$ cat src/rtl/m_spi_arbiter_pkg.sv
// Shared definitions for the two-requester SPI arbiter: word width, timeout
// defaults, FSM state encoding and a saturating counter helper.
package m_spi_arbiter_pkg;

    localparam int WORD_W           = 64;
    localparam int START_WAIT_DEF   = 16;
    localparam int XFER_TIMEOUT_DEF = 4096;

    typedef enum logic [2:0] {
        ST_IDLE      = 3'd0,
        ST_START     = 3'd1,
        ST_WAIT_BUSY = 3'd2,
        ST_BUSY      = 3'd3,
        ST_DONE      = 3'd4
    } state_e;

    function automatic logic [7:0] sat_inc8(input logic [7:0] v);
        return (v == 8'hFF) ? v : v + 8'd1;
    endfunction

endpackage

$ cat src/rtl/m_rr_grant2.sv
// Two-way round-robin grant. On a tie the requester not granted last wins;
// the last-grant register only moves when the grant is actually taken.
module m_rr_grant2 (
    input  logic       clk,
    input  logic       reset_n,
    input  logic [1:0] req_i,
    input  logic       take_i,
    output logic [1:0] gnt_o
);

    logic last_q;

    always_comb begin
        gnt_o = 2'b00;
        case (req_i)
            2'b01:   gnt_o = 2'b01;
            2'b10:   gnt_o = 2'b10;
            2'b11:   gnt_o = last_q ? 2'b01 : 2'b10;
            default: gnt_o = 2'b00;
        endcase
    end

    // Reset to requester 1 so requester 0 wins the first tie.
    always_ff @(posedge clk or negedge reset_n) begin
        if (!reset_n) begin
            last_q <= 1'b1;
        end else if (take_i && (gnt_o != 2'b00)) begin
            last_q <= gnt_o[1];
        end
    end

endmodule

$ cat src/rtl/m_spi_arbiter.sv
// Arbitrates two 64-bit requesters onto a single SPI master, one transfer in
// flight, with start/transfer timeouts and a saturating error counter.
module m_spi_arbiter
    import m_spi_arbiter_pkg::*;
#(
    parameter int START_WAIT   = START_WAIT_DEF,
    parameter int XFER_TIMEOUT = XFER_TIMEOUT_DEF
) (
    input  logic              clk,
    input  logic              reset_n,
    input  logic              req0_valid,
    input  logic [WORD_W-1:0] req0_data,
    output logic              req0_ready,
    input  logic              req1_valid,
    input  logic [WORD_W-1:0] req1_data,
    output logic              req1_ready,
    output logic [1:0]        rsp_valid,
    output logic [WORD_W-1:0] rsp_data,
    output logic              rsp_err,
    output logic              spi_start,
    output logic [WORD_W-1:0] spi_out,
    input  logic [WORD_W-1:0] spi_in,
    input  logic              spi_status,
    output logic [7:0]        err_count,
    output state_e            dbg_state
);

    localparam int CNT_MAX = (XFER_TIMEOUT > START_WAIT) ? XFER_TIMEOUT : START_WAIT;
    localparam int CNT_W   = (CNT_MAX > 1) ? $clog2(CNT_MAX) : 1;
    localparam logic [CNT_W-1:0] SW_LAST = CNT_W'(START_WAIT - 1);
    localparam logic [CNT_W-1:0] XT_LAST = CNT_W'(XFER_TIMEOUT - 1);

    state_e              state_q;
    logic [CNT_W-1:0]    cnt_q;
    logic                grant_q;
    logic                spi_start_q;
    logic [WORD_W-1:0]   spi_out_q;
    logic [1:0]          rsp_valid_q;
    logic [WORD_W-1:0]   rsp_data_q;
    logic                rsp_err_q;
    logic [7:0]          err_cnt_q;
    logic [7:0]          err_cnt_d;

    logic                take;
    logic [1:0]          gnt;
    logic [1:0]          ready;

    // Handshake: reqN_ready is a combinational one-cycle strobe raised only in
    // IDLE for the granted requester; data is accepted on the rising edge where
    // reqN_valid and reqN_ready are both high. Requesters hold data until then.
    assign take  = (state_q == ST_IDLE) && reset_n;
    assign ready = gnt & {2{take}};

    m_rr_grant2 u_grant (
        .clk     (clk),
        .reset_n (reset_n),
        .req_i   ({req1_valid, req0_valid}),
        .take_i  (take),
        .gnt_o   (gnt)
    );

    assign err_cnt_d = sat_inc8(err_cnt_q);

    always_ff @(posedge clk or negedge reset_n) begin
        if (!reset_n) begin
            state_q     <= ST_IDLE;
            cnt_q       <= '0;
            grant_q     <= 1'b0;
            spi_start_q <= 1'b0;
            spi_out_q   <= '0;
            rsp_valid_q <= 2'b00;
            rsp_data_q  <= '0;
            rsp_err_q   <= 1'b0;
            err_cnt_q   <= 8'd0;
        end else begin
            spi_start_q <= 1'b0;
            rsp_valid_q <= 2'b00;
            case (state_q)
                ST_IDLE: begin
                    if (ready != 2'b00) begin
                        grant_q     <= ready[1];
                        spi_out_q   <= ready[1] ? req1_data : req0_data;
                        spi_start_q <= 1'b1;
                        state_q     <= ST_START;
                    end
                end
                ST_START: begin
                    cnt_q   <= '0;
                    state_q <= ST_WAIT_BUSY;
                end
                ST_WAIT_BUSY: begin
                    if (spi_status) begin
                        cnt_q   <= '0;
                        state_q <= ST_BUSY;
                    end else if (cnt_q == SW_LAST) begin
                        rsp_valid_q <= {grant_q, ~grant_q};
                        rsp_data_q  <= '0;
                        rsp_err_q   <= 1'b1;
                        state_q     <= ST_DONE;
                    end else begin
                        cnt_q <= cnt_q + CNT_W'(1);
                    end
                end
                ST_BUSY: begin
                    if (!spi_status) begin
                        rsp_valid_q <= {grant_q, ~grant_q};
                        rsp_data_q  <= spi_in;
                        rsp_err_q   <= 1'b0;
                        state_q     <= ST_DONE;
                    end else if (cnt_q == XT_LAST) begin
                        rsp_valid_q <= {grant_q, ~grant_q};
                        rsp_data_q  <= '0;
                        rsp_err_q   <= 1'b1;
                        state_q     <= ST_DONE;
                    end else begin
                        cnt_q <= cnt_q + CNT_W'(1);
                    end
                end
                ST_DONE: begin
                    // The response is presented during this cycle; rsp_err_q
                    // doubles as the transfer's error flag.
                    if (rsp_err_q) begin
                        err_cnt_q <= err_cnt_d;
                    end
                    rsp_err_q  <= 1'b0;
                    rsp_data_q <= '0;
                    state_q    <= ST_IDLE;
                end
                default: state_q <= ST_IDLE;
            endcase
        end
    end

    assign req0_ready = ready[0];
    assign req1_ready = ready[1];
    assign rsp_valid  = rsp_valid_q;
    assign rsp_data   = rsp_data_q;
    assign rsp_err    = rsp_err_q;
    assign spi_start  = spi_start_q;
    assign spi_out    = spi_out_q;
    assign err_count  = err_cnt_q;
    assign dbg_state  = state_q;

endmodule
$ cat config.mk
export PLATFORM = sky130hd
export DESIGN_NAME = m_spi_arbiter
export DESIGN_NICKNAME = d
export VERILOG_FILES = /design/src/rtl/m_spi_arbiter_pkg.sv /design/src/rtl/m_rr_grant2.sv /design/src/rtl/m_spi_arbiter.sv
export SDC_FILE = /design/constraint.sdc
export NUM_CORES = 1
export LEC_CHECK = 0
export CORE_AREA = 2 2 135 137
export DETAILED_ROUTE_END_ITERATION = 6
export DIE_AREA = 0 0 137 139
export PLACE_DENSITY = 0.8
export SYNTH_ARGS = -nofsm -noshare
export SYNTH_HDL_FRONTEND = slang
export SYNTH_SLANG_ARGS = --single-unit
$ cat constraint.sdc
create_clock -name clk -period 4.2 [get_ports clk]
set_input_delay 0.84 -clock clk [delete_from_list [all_inputs] [get_ports clk]]
set_output_delay 0.84 -clock clk [all_outputs]
set_load 0.005 [all_outputs]
* Yosys cells after proc, flatten, opt, wreduce, memory -nomap -nowiden *
Cells that the tools add are included.

operators by class
  add/subtract/negate cells = 2
  equal/unequal tests = 18
  multiplexer cells = 31
  bitwise operators = 3
  reduce and logical (&&, ||, !) cells = 12

operators by type and width
  cell                   number
  $mux 64                5
  $pmux 64 s3            1
  $mux 12                4
  $pmux 12 s3            1
  $mux 3                 5
  $add 12x1->12 const B  1
  $eq 12x12->1 const B   1
  $eq 12x4->1 const B    1
  $pmux 3 s4             1
  $mux 2                 5
  $ne 3x3->1 const B     3
  $add 8x1->8 const B    1
  $eq 8x8->1 const B     1
  $ne 2x2->1 const B     4
  $reduce_and 4->1       2
  $eq 3x2->1 const B     2
  $mux 1                 6
  $pmux 2 s3             1
  $reduce_and 3->1       2
  $reduce_bool 3->1      2
  $eq 2x2->1 const B     2
  $pmux 2 s2             1
  $reduce_bool 2->1      2
  $eq 3x1->1 const B     1
  9 further kinds        11

storage, ports and cells
  flip-flop bits (word level) = 157
  input port bits = 197
  output and inout bits = 145
  word-level logic and storage cells = 76

* Depth between registers and ports, before layout *
Gate-level depths: netlist of run 1.

  depth in word-level cells = 6
  gate-level depth with buffers = 8

* By module *
From an unflattened synthesis of run 1, not the netlist that was laid out.

unflattened totals
  cells, all modules = 567
  area total of the unflattened synthesis = 6610.1 um^2

modules (own cells, without submodules)
  module         instances  cells each  area an instance (um^2)
  m_spi_arbiter  1          561         6553.8
  m_rr_grant2    1          6           56.3

* Worst setup path before layout of run 1 *
OpenSTA, ideal clock, no wires.

  path kind = input to output
  start point = input port reset_n
  end point = output port req0_ready
  data arrival time = 1.887 ns
  data required time = 3.360 ns
  path slack = 1.473 ns
  stages = 4
  buffers on the path = 2
  cells stage by stage = nor4b_1 > o211a_1 > clkbuf_1 > clkbuf_1

between the ends
  longest elaborated chain between the ends = 2

ends and longest elaborated chain
  element            RTL line             RTL
  start, declared    m_spi_arbiter.sv:10  input logic reset_n,
  $logic_and 1x1->1  m_spi_arbiter.sv:51  assign take = (state_q == ST_IDLE) && reset_n;
  $and 2x2->2        m_spi_arbiter.sv:52  assign ready = gnt & {2{take}};
  end, declared      m_spi_arbiter.sv:13  output logic req0_ready,

Every way passes these cells.

* Worst setup path in the final report of run 1 *
  start point = input port req0_valid
  end point = output port req0_ready

between the ends
  longest elaborated chain between the ends = 3
  elaborated cells between the ends (all ways) = 5

ends and longest elaborated chain
  element                                          RTL line             RTL
  start, declared                                  m_spi_arbiter.sv:11  input logic req0_valid,
  $eq 2x2->1 / $eq 2x1->1 (equally long branches)  m_rr_grant2.sv:15    case (req_i)
  $pmux 2 s3 *                                     m_rr_grant2.sv:15
  $and 2x2->2 *                                    m_spi_arbiter.sv:52

Mark *: on every way between the ends. The rest lies on a longest branch, timed or not.

==> results of run 1 <==
==> cell usage after synthesis (2+ instances only) <==
library cell	count	area, µm²
clkbuf_1	37	139
ha_1	2	25.0
nand2b_1	3	18.8
inv_1	13	48.8
nand4_1	5	31.3
buf_1	6	22.5
nand3_1	7	35.0
a2bb2oi_1	3	26.3
a22oi_1	69	518
a21boi_0	3	22.5
dfrtp_1	156	3900
o211ai_1	9	67.6
o21ai_0	2	10.0
xor2_1	4	35.0
a21oi_1	129	646
a21o_1	4	30.0
mux2i_1	2	20.0
o21a_1	5	37.5
buf_6	3	33.8
or3_1	2	12.5
nor2b_1	4	25.0
buf_2	17	85.1
nor2_1	8	30.0
xnor2_1	3	26.3
nand2_1	136	510
or4_4	2	22.5
o31a_1	2	17.5
nor3_1	7	35.0
a211oi_1	68	510
==> stage by stage <==
step / util, % / total power (µW)
2_1_floorplan: - / 3920
3_3_place_gp: 60.8 / 5660
3_5_place_dp: 60.8 / 5770
4_1_cts: 64.2 / 7380
5_1_grt: 64.2 / 7790
6_report: 64.2 / 7310
==> final cells by class <==
cell class | instances | area, µm²
Antenna cell | 1 | 2.50
Clock buffer | 19 | 443
Clock inverter | 13 | 156
Fill cell | 1468 | 6330
Inverter | 13 | 48.8
Multi-Input combinational cell | 498 | 2910
Sequential cell | 157 | 3930
Tap cell | 229 | 287
Timing Repair Buffer | 356 | 3550
==> report_power, final <==
part	total [µW]	internal (µW)	switching, µW	leakage [µW]
clock network	1570	907	667	0.000281
logic	3200	1770	1430	0.00245
registers	2530	2130	408	0.00201
==> registers in the layout, summed over array words and instances (netlist names) <==
name,flops
spi_start,1
err_count,8
rsp_err,1
u_grant.last_q,1
rsp_valid,2
cnt_q,12
spi_out,64
dbg_state,3
rsp_data,64
grant_q,1
==> metal layers <==
| layer | global-route usage, % | wire (µm) | part of all wire, % | up-vias |
|---|---|---|---|---|
| met5 | 0 | 13 | 0.055 | - |
| met1 | 29.9 | 9000 | 38 | 3379 |
| li1 | - | - | - | 3302 |
| met3 | 8.33 | 2160 | 9.2 | 53 |
| met4 | 11.8 | 869 | 3.7 | 2 |
| met2 | 39.4 | 11400 | 49 | 297 |
==> path summary, 6_finish.rpt <==
check | end | slack, ns | cells past startpoint
min in group clk | spi_out[2]$_DFFE_PN0P_ | 0.49 | 2
max in group asynchronous | spi_out[46]$_DFFE_PN0P_ | 2.78 | 2
setup reg to reg | rsp_data[15]$_DFFE_PN0P_ | 1.48 | 6
setup / recovery | req0_ready | 1.01 | 4
hold reg to reg | spi_out[2]$_DFFE_PN0P_ | 0.49 | 2
hold / removal | rsp_err$_DFFE_PN0P_ | 0.24 | 1
==> worst reg2reg max path, cell delays in order, from the launching register on <==
cell and delay, ns:
dfrtp_1 0.43, ha_1 0.24, nand4_1 0.20, o31a_1 0.38
o21ai_4 0.81, buf_4 0.40, a211oi_1 0.11
==> cells by family after synthesis <==
group | Yosys count | synth area share, %
muxes | 3 | 0.439
DFF | 157 | 55.1
AOI/OAI and AO/OA | 304 | 27.6
xor gates and xnor gates | 7 | 0.860
adders and majority gates | 2 | 0.351
buffers and inverters | 76 | 4.61
and+or+nand+nor | 182 | 11.0
==> flow_metrics.env, run 1 <==
export IMPL_status="finished, final reports clean"
export IMPL_place_congestion=0.844
export IMPL_die_y_um=139
export IMPL_die_area_um2=19000
export IMPL_max_vdd_ir_drop_uv=292
export IMPL_critPathBufInv=2
export IMPL_dpl_cell_area_um2=10700
export IMPL_dp_slack_ns=1.01
export IMPL_port_buffers=341
export IMPL_synthesis_area_um2=7130
export IMPL_drt_iter0_drc=324
export IMPL_cp_arrival_ns=2.35
export IMPL_area_growth_syn_to_layout_pct=58.9
export IMPL_grt_pass1_wl_um=37100
export IMPL_syn_avg_cell_area_um2=9.75
export IMPL_grt_ovfl_total=0
export IMPL_fin_worst_skew_ns=0.0180
export IMPL_cts_max_level=4
export IMPL_cts_num_sinks=157
export IMPL_clockRootBuffer="clkbuf_16"
export IMPL_crit_type="in2out"
export IMPL_crit_start="req0_valid"
export IMPL_cts_setup_buffers=0
export IMPL_hold_class="in2async"
export IMPL_cts_resized=0
export IMPL_p_per_area_nw_per_um2=645
export IMPL_stdcell_area_um2=11300
export IMPL_cts_clk_slew_worst_paths_ns=0.07
export IMPL_r2r_start="cnt_q[0]$_DFFE_PN0P_"
export IMPL_stdcell_count=1286
export IMPL_antenna_found_initial=2
export IMPL_cp_end_kind="output port"
export IMPL_yosys_warnings=0
export IMPL_slowest_stage="clkdlybuf4s50_1"
export IMPL_finalSetupViolCount=0
export IMPL_ys_async_sr_fraction_pct=100
export IMPL_ys_flop_type="dfrtp_1"
export IMPL_max_freq_mhz=313
export IMPL_fin_ws_ns=1.01
export IMPL_seq_area_frac_synth_pct=55.1
export IMPL_ys_ff_latch=157
export IMPL_final_antenna_net_count=0
export IMPL_layout_commonest_cell="clkdlybuf4s50_1"
export IMPL_boundaryPins=342
export IMPL_wl_per_cell_um=18.3
export IMPL_synth_nets=930
export IMPL_post_route_period_util_pct=76.0
export IMPL_syn_inst=731
export IMPL_critPathMaxStageDelay_ns=0.56
export IMPL_track_usage_pct=24.7
export IMPL_nNetsFinal=1242
export IMPL_crit_family="buffers and inverters"
export IMPL_viasPerCell=5.47
export IMPL_fin_crit_ns=3.19
export IMPL_dp_cells=1253
export IMPL_fin_hold_ws_ns=0.241
export IMPL_insertion_delay_ns=0.43
export IMPL_wirelength_um=23500
export IMPL_timing_critical_path_mode_cell="clkdlybuf4s50_1"
export IMPL_setup_tns_ns=0
export IMPL_drtPass1Iterations=5
export IMPL_initial_utilization_pct=40.4
export IMPL_final_cell_mix="340 x clkdlybuf4s50_1, 156 x dfrtp_1, 136 x nand2_1, 129 x a21oi_1, 69 x a22oi_1"
export IMPL_drive_above_1_share_pct=5.68
export IMPL_rsz0062_at_grt="no"
export IMPL_cts_buffer_depth=2
export IMPL_core_um2=17700
export IMPL_crit_path_max_fanout=3
export IMPL_slew_headroom_pct=30.4
export IMPL_grt_max_degree=72
export IMPL_synth_edf_count=0
export IMPL_hold_viol=0
export IMPL_vias=7033
export IMPL_tightest_slew_ns=1.04
export IMPL_drc=0
export IMPL_postCtsHoldBufs=0
export IMPL_numCtsBuffers=17
export IMPL_grt_pass1_vias=6899
export IMPL_maxCapViolCount=0
export IMPL_required_ns=3.36
export IMPL_crit_chain="clkdlybuf4s50_1 -> a21bo_2 -> o211a_2 -> clkdlybuf4s50_1"
export IMPL_rows=49
export IMPL_cts_tree="done"
export IMPL_ys_types=49
export IMPL_start_kind="primary input"
export IMPL_final_max_slew_viol_count=0
export IMPL_die_w_um=137
export IMPL_place_detailed_hpwl_um=16700
export IMPL_leakagePower_uw=0.00473
Note: power is estimated with default switching activity, not from simulation.
==> inputs of run 2 (changes only) <==
--- a/config.mk
+++ b/config.mk
@@ -5,10 +5,10 @@
 export SDC_FILE = /design/constraint.sdc
 export NUM_CORES = 1
 export LEC_CHECK = 0
-export CORE_AREA = 2 2 135 137
+export CORE_MARGIN = 2
+export CORE_UTILIZATION = 37
 export DETAILED_ROUTE_END_ITERATION = 6
-export DIE_AREA = 0 0 137 139
-export PLACE_DENSITY = 0.8
+export PLACE_DENSITY = 0.77
 export SYNTH_ARGS = -nofsm -noshare
 export SYNTH_HDL_FRONTEND = slang
 export SYNTH_SLANG_ARGS = --single-unit
==> constraint.sdc (replaced) <==
create_clock -name clk -period 2.6 [get_ports clk]
set_input_delay 0.52 -clock clk [delete_from_list [all_inputs] [get_ports clk]]
set_output_delay 0.52 -clock clk [all_outputs]
set_load 0.005 [all_outputs]
==> run 2 against run 1 <==
Compared with the run above: clock skew shrank 0.0047 ns; die area is 7.1% higher; non-clock buffer count is 14 higher; critical path type is now reg2out; largest cell class unchanged; worst hold slack improved by 0.040 ns; global-route usage is 1.8 points lower; combinational power increased by 68%; sequential power rose by 59%; power grew 67%; wire length up 1.9%; register-to-register slack worse by 1.1 ns; critical path depth stayed put.
==> flow_metrics.env, run 2 (synthesis results as in run 1) <==
export IMPL_status="finished, final reports clean"
export IMPL_boundaryPins=342
export IMPL_slowest_stage="clkdlybuf4s50_1"
export IMPL_critPathMaxStageDelay_ns=0.51
export IMPL_post_route_period_util_pct=94.4
export IMPL_area_growth_syn_to_layout_pct=63.0
export IMPL_p_per_area_nw_per_um2=1050
export IMPL_cts_clk_slew_worst_paths_ns=0.06
export IMPL_cp_end_kind="output port"
export IMPL_die_area_um2=20400
export IMPL_tightest_slew_ns=0.847
export IMPL_clockRootBuffer="clkbuf_16"
export IMPL_hold_class="in2async"
export IMPL_antenna_cells=0
export IMPL_insertion_delay_ns=0.42
export IMPL_hold_viol=0
export IMPL_cp_arrival_ns=1.93
export IMPL_leakagePower_uw=0.00487
export IMPL_final_max_slew_viol_count=0
export IMPL_grt_max_degree=158
export IMPL_crit_type="reg2out"
export IMPL_cp_num_cells=4
export IMPL_final_cell_mix="339 x clkdlybuf4s50_1, 156 x dfrtp_1, 136 x nand2_1, 129 x a21oi_1, 69 x a22oi_1"
export IMPL_grt_pass1_wl_um=36700
export IMPL_wirelength_um=23900
export IMPL_maxCapViolCount=0
export IMPL_top_layer="met4"
export IMPL_r2r_start="cnt_q[5]$_DFFE_PN0P_"
export IMPL_drt_iter0_drc=373
export IMPL_cts_buffer_depth=2
export IMPL_max_freq_mhz=408
export IMPL_layout_commonest_cell="clkdlybuf4s50_1"
export IMPL_crit_family="buffers and inverters"
export IMPL_cts_num_sinks=157
export IMPL_track_usage_pct=22.9
export IMPL_port_buffers=341
export IMPL_wl_per_cell_um=18.0
export IMPL_fin_worst_skew_ns=0.0133
export IMPL_rsz0062_at_grt="no"
export IMPL_place_congestion=0.858
export IMPL_drtPass1Iterations=5
export IMPL_rr_endpoint="rsp_data[18]$_DFFE_PN0P_"
export IMPL_wl_met1_um=9270
export IMPL_place_detailed_hpwl_um=16800
export IMPL_core_um2=18800
export IMPL_grt_ovfl_total=0
export IMPL_fin_crit_ns=2.45
export IMPL_die_w_um=143
export IMPL_final_antenna_net_count=0
export IMPL_crit_path_max_fanout=3
export IMPL_r2r_slack_ns=0.35
export IMPL_cts_tree="done"
export IMPL_r2r_cells=5
export IMPL_crit_chain="nor4b_2 -> buf_4 -> nor2b_4 -> clkdlybuf4s50_1"
export IMPL_grt_pass1_vias=6894
export IMPL_finalSetupViolCount=0
export IMPL_drc=0
export IMPL_numCtsBuffers=17
export IMPL_rows=50
export IMPL_cts_max_level=4
export IMPL_slew_headroom_pct=43.6
export IMPL_max_vdd_ir_drop_uv=516
export IMPL_route_met3_wl_um=2100
export IMPL_vias=7014
export IMPL_initial_utilization_pct=37.9
export IMPL_drive_above_1_share_pct=6.92
export IMPL_viasPerCell=5.27
export IMPL_met2_length_um=11900
export IMPL_nNetsFinal=1256
export IMPL_antenna_found_initial=0
export IMPL_required_ns=2.08
export IMPL_die_y_um=143
export IMPL_setup_tns_ns=0
export IMPL_critPathBufInv=2
export IMPL_fin_hold_ws_ns=0.282
export IMPL_start_kind="flop"
-- run 2: cell types whose count changed in the layout (fill, tap and decap cells not counted), moves of 2 or more --
| cell | before | now |
|---|---|---|
| inv_6 | 3 | 1 |
| bufinv_16 | 2 | 5 |
| buf_12 | 2 | 9 |
| buf_4 | 13 | 20 |
-- run 2: worst max path at each step --
stage / to / startpoint / slack [ns]
6_report: req1_ready / dbg_state[0]$_DFFE_PN0P_ / 0.15
5_1_grt: req1_ready / dbg_state[0]$_DFFE_PN0P_ / 0.04
4_1_cts: req0_ready / dbg_state[2]$_DFFE_PN0P_ / 0.04
3_5_place_dp: cnt_q[1]$_DFFE_PN0P_ / spi_status / 0.12
3_3_place_gp: req0_ready / req0_valid / 0.17
2_1_floorplan: req0_ready / dbg_state[1]$_DFFE_PN0P_ / 0.46
-- run 2: repair_timing --
item | in CTS | in global routing
hold buffers | 0 | 0
gates resized for setup | 1 | 1
pin swaps | 0 | 1
setup endpoints to repair | 1 | 2
setup buffers | 0 | 1
-- run 2: routing by layer --
layer | vias up | global-route usage (%)
li1 | 3322 | -
met2 | 279 | 39.5
met3 | 33 | 7.91
met1 | 3380 | 26.7
met5 | - | 0
met4 | 0 | 7.87
-- run 2: stage by stage --
stage	util (%)	cell area, µm²	instances	worst slack [ns]	total power [µW]
2_1_floorplan	-	7130	731	0.459	6340
3_3_place_gp	58.2	11000	1297	0.168	9310
3_5_place_dp	58.2	11000	1297	0.122	9470
4_1_cts	61.7	11600	1329	0.0384	12300
5_1_grt	61.7	11600	1330	0.0386	13000
6_report	61.7	11600	1330	0.146	12200
-- run 2: layout make-up --
cell class	instances	area, µm²
clock inverters	12	210
flip-flops and latches	157	3930
well taps	260	325
fillers	1563	7210
multi-input cells	498	2920
repair buffers	370	3750
inverters	13	48.8
clock buffers	20	447
-- run 2: power breakdown --
part	internal, µW	switching [µW]
Combinational	2990	2400
Clock	1740	1040
Sequential	3440	596
Total	8170	4040
